<file path="src/rtl/svnet_tree_mul_sched_pkg.sv">
// Shared types and helpers for the tree-multiplier scheduler.
// Arbitration works on a fixed-width mask so one helper serves any NUM_REQ up to MAX_REQ.
package svnet_tree_mul_sched_pkg;

    localparam int MAX_REQ   = 16;
    localparam int MAX_TAG_W = 4;

    typedef logic [MAX_TAG_W-1:0] tag_t;

    typedef struct packed {
        logic hit;
        tag_t idx;
    } pick_t;

    function automatic int tag_w(input int n);
        return (n <= 2) ? 1 : $clog2(n);
    endfunction

    function automatic int cred_w(input int depth);
        return $clog2(depth + 1);
    endfunction

    // First set bit of mask at or after ptr, wrapping modulo n.
    function automatic pick_t rr_pick(input logic [MAX_REQ-1:0] mask, input int n, input tag_t ptr);
        pick_t p;
        int    idx;
        p.hit = 1'b0;
        p.idx = '0;
        for (int i = 0; i < MAX_REQ; i++) begin
            idx = (int'(ptr) + i) % n;
            if (i < n && !p.hit && mask[idx[MAX_TAG_W-1:0]]) begin
                p.hit = 1'b1;
                p.idx = idx[MAX_TAG_W-1:0];
            end
        end
        return p;
    endfunction

endpackage

</file>
<file path="src/rtl/svnet_tree_mul_sched_fifo.sv">
// Per-requester result FIFO plus credit counter; output is registered (valid the cycle after push).
// Credit = free slots minus ops in flight, so the non-stallable return path can never overflow it.
module svnet_tree_mul_sched_fifo
    import svnet_tree_mul_sched_pkg::*;
#(
    parameter int DAT_W = 32,
    parameter int DEPTH = 4
) (
    input  logic             clk,
    input  logic             rst_n,
    input  logic             grant,
    output logic             credit_ok,
    input  logic             push,
    input  logic [DAT_W-1:0] push_dat,
    input  logic             pop_rdy,
    output logic             rsp_vld,
    output logic [DAT_W-1:0] rsp_dat
);
    localparam int PTR_W = $clog2(DEPTH);
    localparam int CNT_W = cred_w(DEPTH);

    logic [DEPTH-1:0][DAT_W-1:0] mem_q, mem_d;
    logic [PTR_W-1:0]            rd_q, rd_d, wr_q, wr_d;
    logic [CNT_W-1:0]            cnt_q, cnt_d, credit_q, credit_d;
    logic                        pop;

    always_comb begin
        pop   = (cnt_q != '0) && pop_rdy;
        mem_d = mem_q;
        wr_d  = wr_q;
        rd_d  = rd_q;
        if (push) begin
            mem_d[wr_q] = push_dat;
            wr_d        = wr_q + 1'b1;
        end
        if (pop) begin
            rd_d = rd_q + 1'b1;
        end
        cnt_d    = cnt_q + CNT_W'(push) - CNT_W'(pop);
        credit_d = credit_q - CNT_W'(grant) + CNT_W'(pop);
    end

    always_ff @(posedge clk) begin
        if (!rst_n) begin
            rd_q     <= '0;
            wr_q     <= '0;
            cnt_q    <= '0;
            credit_q <= CNT_W'(DEPTH);
        end else begin
            rd_q     <= rd_d;
            wr_q     <= wr_d;
            cnt_q    <= cnt_d;
            credit_q <= credit_d;
        end
    end

    always_ff @(posedge clk) begin
        mem_q <= mem_d;
    end

    assign credit_ok = (credit_q != '0);
    assign rsp_vld   = (cnt_q != '0);
    assign rsp_dat   = mem_q[rd_q];

    a_no_push_full:  assert property (@(posedge clk) disable iff (!rst_n) push |-> (cnt_q != CNT_W'(DEPTH)));
    a_credit_max:    assert property (@(posedge clk) disable iff (!rst_n) credit_q <= CNT_W'(DEPTH));
    a_credit_under:  assert property (@(posedge clk) disable iff (!rst_n) grant |-> (credit_q != '0));

endmodule

</file>
<file path="src/rtl/svnet_tree_mul_sched.sv">
// Round-robin share of one fixed-latency multiplier among NUM_REQ requesters; request to o_rsp_valid is LATENCY+2 cycles.
// Requests are held off by per-requester credits; results wait in per-requester FIFOs until i_rsp_ready.
module svnet_tree_mul_sched
    import svnet_tree_mul_sched_pkg::*;
#(
    parameter int NUM_REQ    = 4,
    parameter int WIDTH      = 8,
    parameter int COUNT      = 4,
    parameter int LATENCY    = 4,
    parameter int FIFO_DEPTH = 4
) (
    input  logic                                   clk,
    input  logic                                   rst_n,
    input  logic [NUM_REQ-1:0]                     i_req_valid,
    output logic [NUM_REQ-1:0]                     o_req_ready,
    input  logic [NUM_REQ-1:0][COUNT-1:0][WIDTH-1:0] i_req_data,
    output logic                                   o_mul_valid,
    output logic [COUNT-1:0][WIDTH-1:0]            o_mul_data,
    input  logic                                   i_mul_valid,
    input  logic [COUNT*WIDTH-1:0]                 i_mul_data,
    output logic [NUM_REQ-1:0]                     o_rsp_valid,
    input  logic [NUM_REQ-1:0]                     i_rsp_ready,
    output logic [NUM_REQ-1:0][COUNT*WIDTH-1:0]    o_rsp_data,
    output logic                                   o_busy
);
    localparam int TAG_W  = tag_w(NUM_REQ);
    localparam int PROD_W = COUNT * WIDTH;
    localparam int FL_W   = $clog2(LATENCY + 2);

    logic [TAG_W-1:0]              ptr_q, ptr_d, gidx;
    logic [NUM_REQ-1:0]            credit_ok, grant;
    logic [MAX_REQ-1:0]            elig;
    pick_t                         pick;
    logic                          mul_vld_q, mul_vld_d;
    logic [COUNT-1:0][WIDTH-1:0]   mul_dat_q, mul_dat_d;
    logic [LATENCY:0]              tag_vld_q, tag_vld_d;
    logic [LATENCY:0][TAG_W-1:0]   tag_q, tag_d;
    logic [FL_W-1:0]               flush_q, flush_d;
    logic                          ret_vld;
    logic [TAG_W-1:0]              ret_tag;

    always_comb begin
        elig                = '0;
        elig[NUM_REQ-1:0]   = i_req_valid & credit_ok;
        pick                = rr_pick(elig, NUM_REQ, tag_t'(ptr_q));
        grant               = '0;
        gidx                = '0;
        for (int r = 0; r < NUM_REQ; r++) begin
            if (rst_n && pick.hit && pick.idx == tag_t'(r)) begin
                grant[r] = 1'b1;
                gidx     = TAG_W'(r);
            end
        end
        ptr_d     = ptr_q;
        mul_dat_d = mul_dat_q;
        for (int r = 0; r < NUM_REQ; r++) begin
            if (grant[r]) begin
                mul_dat_d = i_req_data[r];
                ptr_d     = (r == NUM_REQ - 1) ? '0 : TAG_W'(r + 1);
            end
        end
        mul_vld_d = |grant;
        // Tag stage 0 lines up with o_mul_valid; stage LATENCY lines up with i_mul_valid.
        tag_vld_d = {tag_vld_q[LATENCY-1:0], |grant};
        tag_d     = {tag_q[LATENCY-1:0], gidx};
        flush_d   = (flush_q != '0) ? flush_q - 1'b1 : flush_q;
    end

    always_ff @(posedge clk) begin
        if (!rst_n) begin
            ptr_q     <= '0;
            mul_vld_q <= 1'b0;
            mul_dat_q <= '0;
            tag_vld_q <= '0;
            tag_q     <= '0;
            flush_q   <= FL_W'(LATENCY + 1);
        end else begin
            ptr_q     <= ptr_d;
            mul_vld_q <= mul_vld_d;
            mul_dat_q <= mul_dat_d;
            tag_vld_q <= tag_vld_d;
            tag_q     <= tag_d;
            flush_q   <= flush_d;
        end
    end

    // Results with no live tag are leftovers from before a reset and are dropped.
    assign ret_vld = i_mul_valid && tag_vld_q[LATENCY];
    assign ret_tag = tag_q[LATENCY];

    for (genvar r = 0; r < NUM_REQ; r++) begin : g_fifo
        svnet_tree_mul_sched_fifo #(
            .DAT_W (PROD_W),
            .DEPTH (FIFO_DEPTH)
        ) u_fifo (
            .clk       (clk),
            .rst_n     (rst_n),
            .grant     (grant[r]),
            .credit_ok (credit_ok[r]),
            .push      (ret_vld && (ret_tag == TAG_W'(r))),
            .push_dat  (i_mul_data),
            .pop_rdy   (i_rsp_ready[r]),
            .rsp_vld   (o_rsp_valid[r]),
            .rsp_dat   (o_rsp_data[r])
        );
    end

    assign o_req_ready = grant;
    assign o_mul_valid = mul_vld_q;
    assign o_mul_data  = mul_dat_q;
    assign o_busy      = (|tag_vld_q) || mul_vld_q || (|o_rsp_valid);

    // Stray multiplier outputs are tolerated only while pre-reset ops drain out.
    a_tag_align: assert property (@(posedge clk) disable iff (!rst_n)
                                  (flush_q == '0) |-> (i_mul_valid == tag_vld_q[LATENCY]));
    a_onehot:    assert property (@(posedge clk) disable iff (!rst_n) $onehot0(o_req_ready));

endmodule
</file>
<file path="config.mk">
export PLATFORM = sky130hd
export DESIGN_NAME = svnet_tree_mul_sched
export DESIGN_NICKNAME = d
export VERILOG_FILES = /design/src/rtl/svnet_tree_mul_sched_pkg.sv /design/src/rtl/svnet_tree_mul_sched_fifo.sv /design/src/rtl/svnet_tree_mul_sched.sv
export SDC_FILE = /design/constraint.sdc
export NUM_CORES = 1
export LEC_CHECK = 0
export CAP_MARGIN = 20
export CELL_PAD_IN_SITES_DETAIL_PLACEMENT = 0
export CELL_PAD_IN_SITES_GLOBAL_PLACEMENT = 1
export CORE_MARGIN = 1.5
export CORE_UTILIZATION = 35
export CTS_BUF_LIST = sky130_fd_sc_hd__clkbuf_4
export DETAILED_ROUTE_END_ITERATION = 16
export PLACE_DENSITY_LB_ADDON = 0.1
export SLEW_MARGIN = 10
export SYNTH_ARGS = -nofsm -noshare
export SYNTH_HDL_FRONTEND = slang
export SYNTH_HIERARCHICAL = 1
export SYNTH_SLANG_ARGS = --single-unit
</file>
<file path="constraint.sdc">
create_clock -name clk -period 3.3 [get_ports clk]
set_clock_uncertainty 0.15 [all_clocks]
set_input_delay 0.66 -clock clk [delete_from_list [all_inputs] [get_ports clk]]
set_output_delay 0.66 -clock clk [all_outputs]
set_load 0.03 [all_outputs]
</file>
==> metrics.md <==
| Metric | Value |
|---|---|
| Result of the run | complete, but fails checks |
| Violated checks | setup timing |
| Post-Syn Instances | 1,162 |
| Post-synthesis cell type with the largest combined area | sky130_fd_sc_hd__edfxtp_1 |
| Filler Cell Count | 5,829 |
| Portion of netlist area occupied by mux cells | 15.7% |
| Row count | 95 |
| Worst-path maximum fanout | 4 |
| Number of warnings issued by yosys | 6 |
| Count of flip-flops with a built-in enable after synthesis | 512 |
| Via count of the routed design | 13,100 |
| Peak clock frequency supported by timing | 281 MHz |
| CTS H-tree lvls | 4 |
| DRC marker count from the first detailed-route iteration | 654 |
| Initial Utilization | 35.3% |
| Number of antenna violations at the first check in global routing | 4 |
| Vias in the first global route | 14,100 |
| Drt wl/cell | 22.2 um |
| P_leak | 11.1 nW |
| Top-area cell type share of the netlist area | 65.1% |
| Leading cell type in the layout, fill and taps excluded | sky130_fd_sc_hd__edfxtp_1 |
| Slowest stage cell on the critical path | sky130_fd_sc_hd__or3_4 |
| Maximum clock path buffer count | 3 |
| Post-synthesis async set-or-reset flop share | 0% |
| Max-Slew Margin vs Limit | 44.9% |
| Layout Nets | 1,952 |
| Largest net degree at the start of global routing | 71 |
| Final Worst Setup Slack | -0.259 ns |
| DR DRC count | 0 |
| CTS Root Cell | sky130_fd_sc_hd__clkbuf_4 |
| Fraction of the mapped netlist area in compound gates | 2.48% |
| Post-synthesis share of cell area spent on and, or, nand and nor gates | 3.07% |
| Distinct cells, synth | 47 |
| Post-synthesis sequential area ratio | 72.7% |
| Number of primary I/O pins | 341 |
| Final wirelength | 60,900 um |
| Congestion Overflow GR | 0 |
| Top cells by area in the synthesized netlist | sky130_fd_sc_hd__edfxtp_1, sky130_fd_sc_hd__mux4_2, sky130_fd_sc_hd__dfxtp_1, sky130_fd_sc_hd__mux4_1, sky130_fd_sc_hd__ha_1 |
| Core box area | 0.0669 mm^2 |
| Netlist area before placement | 0.0236 mm^2 |
| Number of endpoints failing setup at the final stage | 5 |
| RSZ-0062 raised after global routing | yes |
| Most frequent cells in the layout | sky130_fd_sc_hd__edfxtp_1, sky130_fd_sc_hd__clkbuf_4, sky130_fd_sc_hd__clkdlybuf4s50_1, sky130_fd_sc_hd__mux4_2, sky130_fd_sc_hd__buf_6 |
| Placement-stage cell area | 0.0285 mm^2 |
| Stage delay of the slowest cell on the critical path | 0.40 ns |
| Top flip-flop cell by instance count after synthesis | sky130_fd_sc_hd__edfxtp_1 |
| Number of buffers added by the clock tree synthesis step | 163 |
| Crit Path Class | reg -> out |
| Register clock-pin slew on the reported worst setup and hold paths | 0.07 ns |
| Slew Limit Fails | 0 |
| Detail Route Antenna Nets | 0 |
| Combinational family with the most area after synthesis | multiplexers |
| Signal arrival time at the worst endpoint | 2.75 ns |
| Cell-by-cell listing of the critical path | or3_4 -> and2_4 -> a211oi_4 -> o21ai_4 -> or2_4 -> nor2_4 -> buf_12 |
| Number of sinks on the clock net | 601 |
| Later-pin clock latency in the skew report | 0.95 ns |
| Sum of net half-perimeters after detailed placement | 37,900 um |
| Final critical-path share of the clock period | 108% |
| First-pass GRT wire length | 89,600 um |
| Shortest clock period the worst path allows after layout | 3.56 ns |
| Final Hold Fails | 0 |
| Transition time at the pin with the least slew margin | 0.817 ns |
| Total routing usage reported by global routing | 17.8% |
| Area share of xor/xnor cells in the synthesized design | 0.970% |
| Via density per instance | 4.78 |
| Startpoint Class | flip-flop |
| Average footprint of a synthesized cell | 20.3 um^2 |
| Adder-cell share of the synthesized area | 2.38% |
| IO buf count | 340 |
| Share of layout cells above drive strength 1 | 39.8% |
| Post-route insts no fill | 2,745 |
| Total placed cells including tap cells | 2,386 |
| DIE WIDTH | 263 um |
| Worst Hold Class | in -> reg |
| Die outline height | 263 um |
| Critical Path Sink Type | output port |
| Die footprint | 0.0690 mm^2 |
| Finished layout cell area | 0.0315 mm^2 |
| Number of violations of the max-capacitance limit | 0 |
| Pre-antenna DRT Iters | 5 |
| Last weighted congestion value of the routability-driven placer | 0.750 |
| Critical path required time | 2.49 ns |
| Worst-case vdd ir drop | 0.423 mV |
| Area growth from synthesis to layout | 33.6% |
| Total power per unit cell area | 755 mW/mm^2 |
| Synthesized Nets | 1,373 |
| Flops & latches, synth | 601 |
| TritonCTS clock tree | yes |
==> path summary, 6_finish.rpt <==
check / start / end / slack (ns) / depth (start not counted)
worst min-delay path: i_req_data[63] / o_mul_data[31] / 0.17 / 3
worst min register to register: tag_d[4] / tag_d[6] / 0.28 / 1
worst max register to register: g_fifo[2].u_fifo/credit_q[1] / g_fifo[3].u_fifo/credit_q[2] / 0.22 / 13
worst max-delay path: g_fifo[2].u_fifo/credit_q[1] / o_req_ready[3] / -0.26 / 7
==> logic make-up after synthesis <==
family                   after synthesis
flip-flops                           601
XOR/XNOR                              13
buffers and inverters                 97
AO/OA/AOI/OAI                         85
AND/OR/NAND/NOR                      127
adder cells (fa/ha/maj)               40
multiplexers                         199
==> cells in the mapped netlist, drive strengths merged (2+ instances only) <==
cell type	n
edfxtp	512
mux4	128
dfxtp	89
and2	49
buf	45
inv	41
mux2i	39
ha	32
mux2	32
o21ai	32
a22oi	26
nand2	24
a31oi	12
clkbuf	11
nor2b	10
fa	8
nand2b	8
nor2	8
or3	8
nor4b	5
nand3	4
o311ai	4
o31a	4
xnor3	4
xor2	4
xor3	4
nor3	3
a21oi	2
and3	2
and3b	2
o221ai	2
or2	2
==> routing by layer <==
metal / wire [um] / GRT usage [%] / up-vias
met5: 27 / 0 / -
met4: 1550 / 6.62 / 4
li1: - / - / 5941
met3: 3950 / 6.15 / 113
met1: 25400 / 21.8 / 6675
met2: 29900 / 29.1 / 392
==> layout make-up <==
type                       count  area, um^2  share of cell area (%)
multi-input combinational    464        5890                    18.7
tap                          873        1090                    3.47
antenna                        2        5.00                  0.0159
timing repair buffer         470        4970                    15.8
clock buffer                 251        1880                    5.98
inverter                      41         154                   0.488
sequential                   601       17200                    54.5
clock inverter                43         340                    1.08
==> sequential cells by signal, summed over array words and instances (netlist names), 5 cells and up <==
name and flops:
g_fifo.u_fifo/cnt_q 12, g_fifo.u_fifo/credit_q 12, g_fifo.u_fifo/mem_q 512, g_fifo.u_fifo/rd_q 8, g_fifo.u_fifo/wr_q 8, o_mul_data 32
tag_d 8, tag_vld_q 5
==> repair_timing <==
item | in CTS | in global routing
buffers inserted | 37 | 32
endpoints found under the hold margin | 2 | 0
hold buffers | 1 | 0
setup endpoints to repair | 137 | 84
pin swaps | 11 | 11
gates resized for setup | 797 | 74
gates cloned | 4 | 1
==> through the flow <==
stage	power (mW)	worst slack, ns	hold slack, ns	TNS [ns]	utilization (%)
2_1_floorplan	13.6	-0.00843	0.262	-0.0168	-
3_3_place_gp	16.1	-0.278	0.268	-1.23	42.6
3_5_place_dp	16.1	-0.331	0.272	-1.53	42.6
4_1_cts	24.0	-0.464	0.0160	-10.30	46.7
5_1_grt	25.0	-0.440	0.0620	-6.38	47.1
6_report	23.8	-0.259	0.168	-0.851	47.1
==> worst max-delay path, delay by kind of cell (launching register included) <==
family          cells  cell delay [ns]
simple gates        4             0.98
compound gates      2             0.34
buf+inv             1             0.13
flops               1             0.33
==> report_power, final <==
part	internal, mW	leakage [nW]	switching (mW)
registers	8.60	5.34	0.274
logic	3.98	4.48	3.97
clock network	3.87	1.32	3.09
No activity file was read; power rests on OpenSTA's default activity.
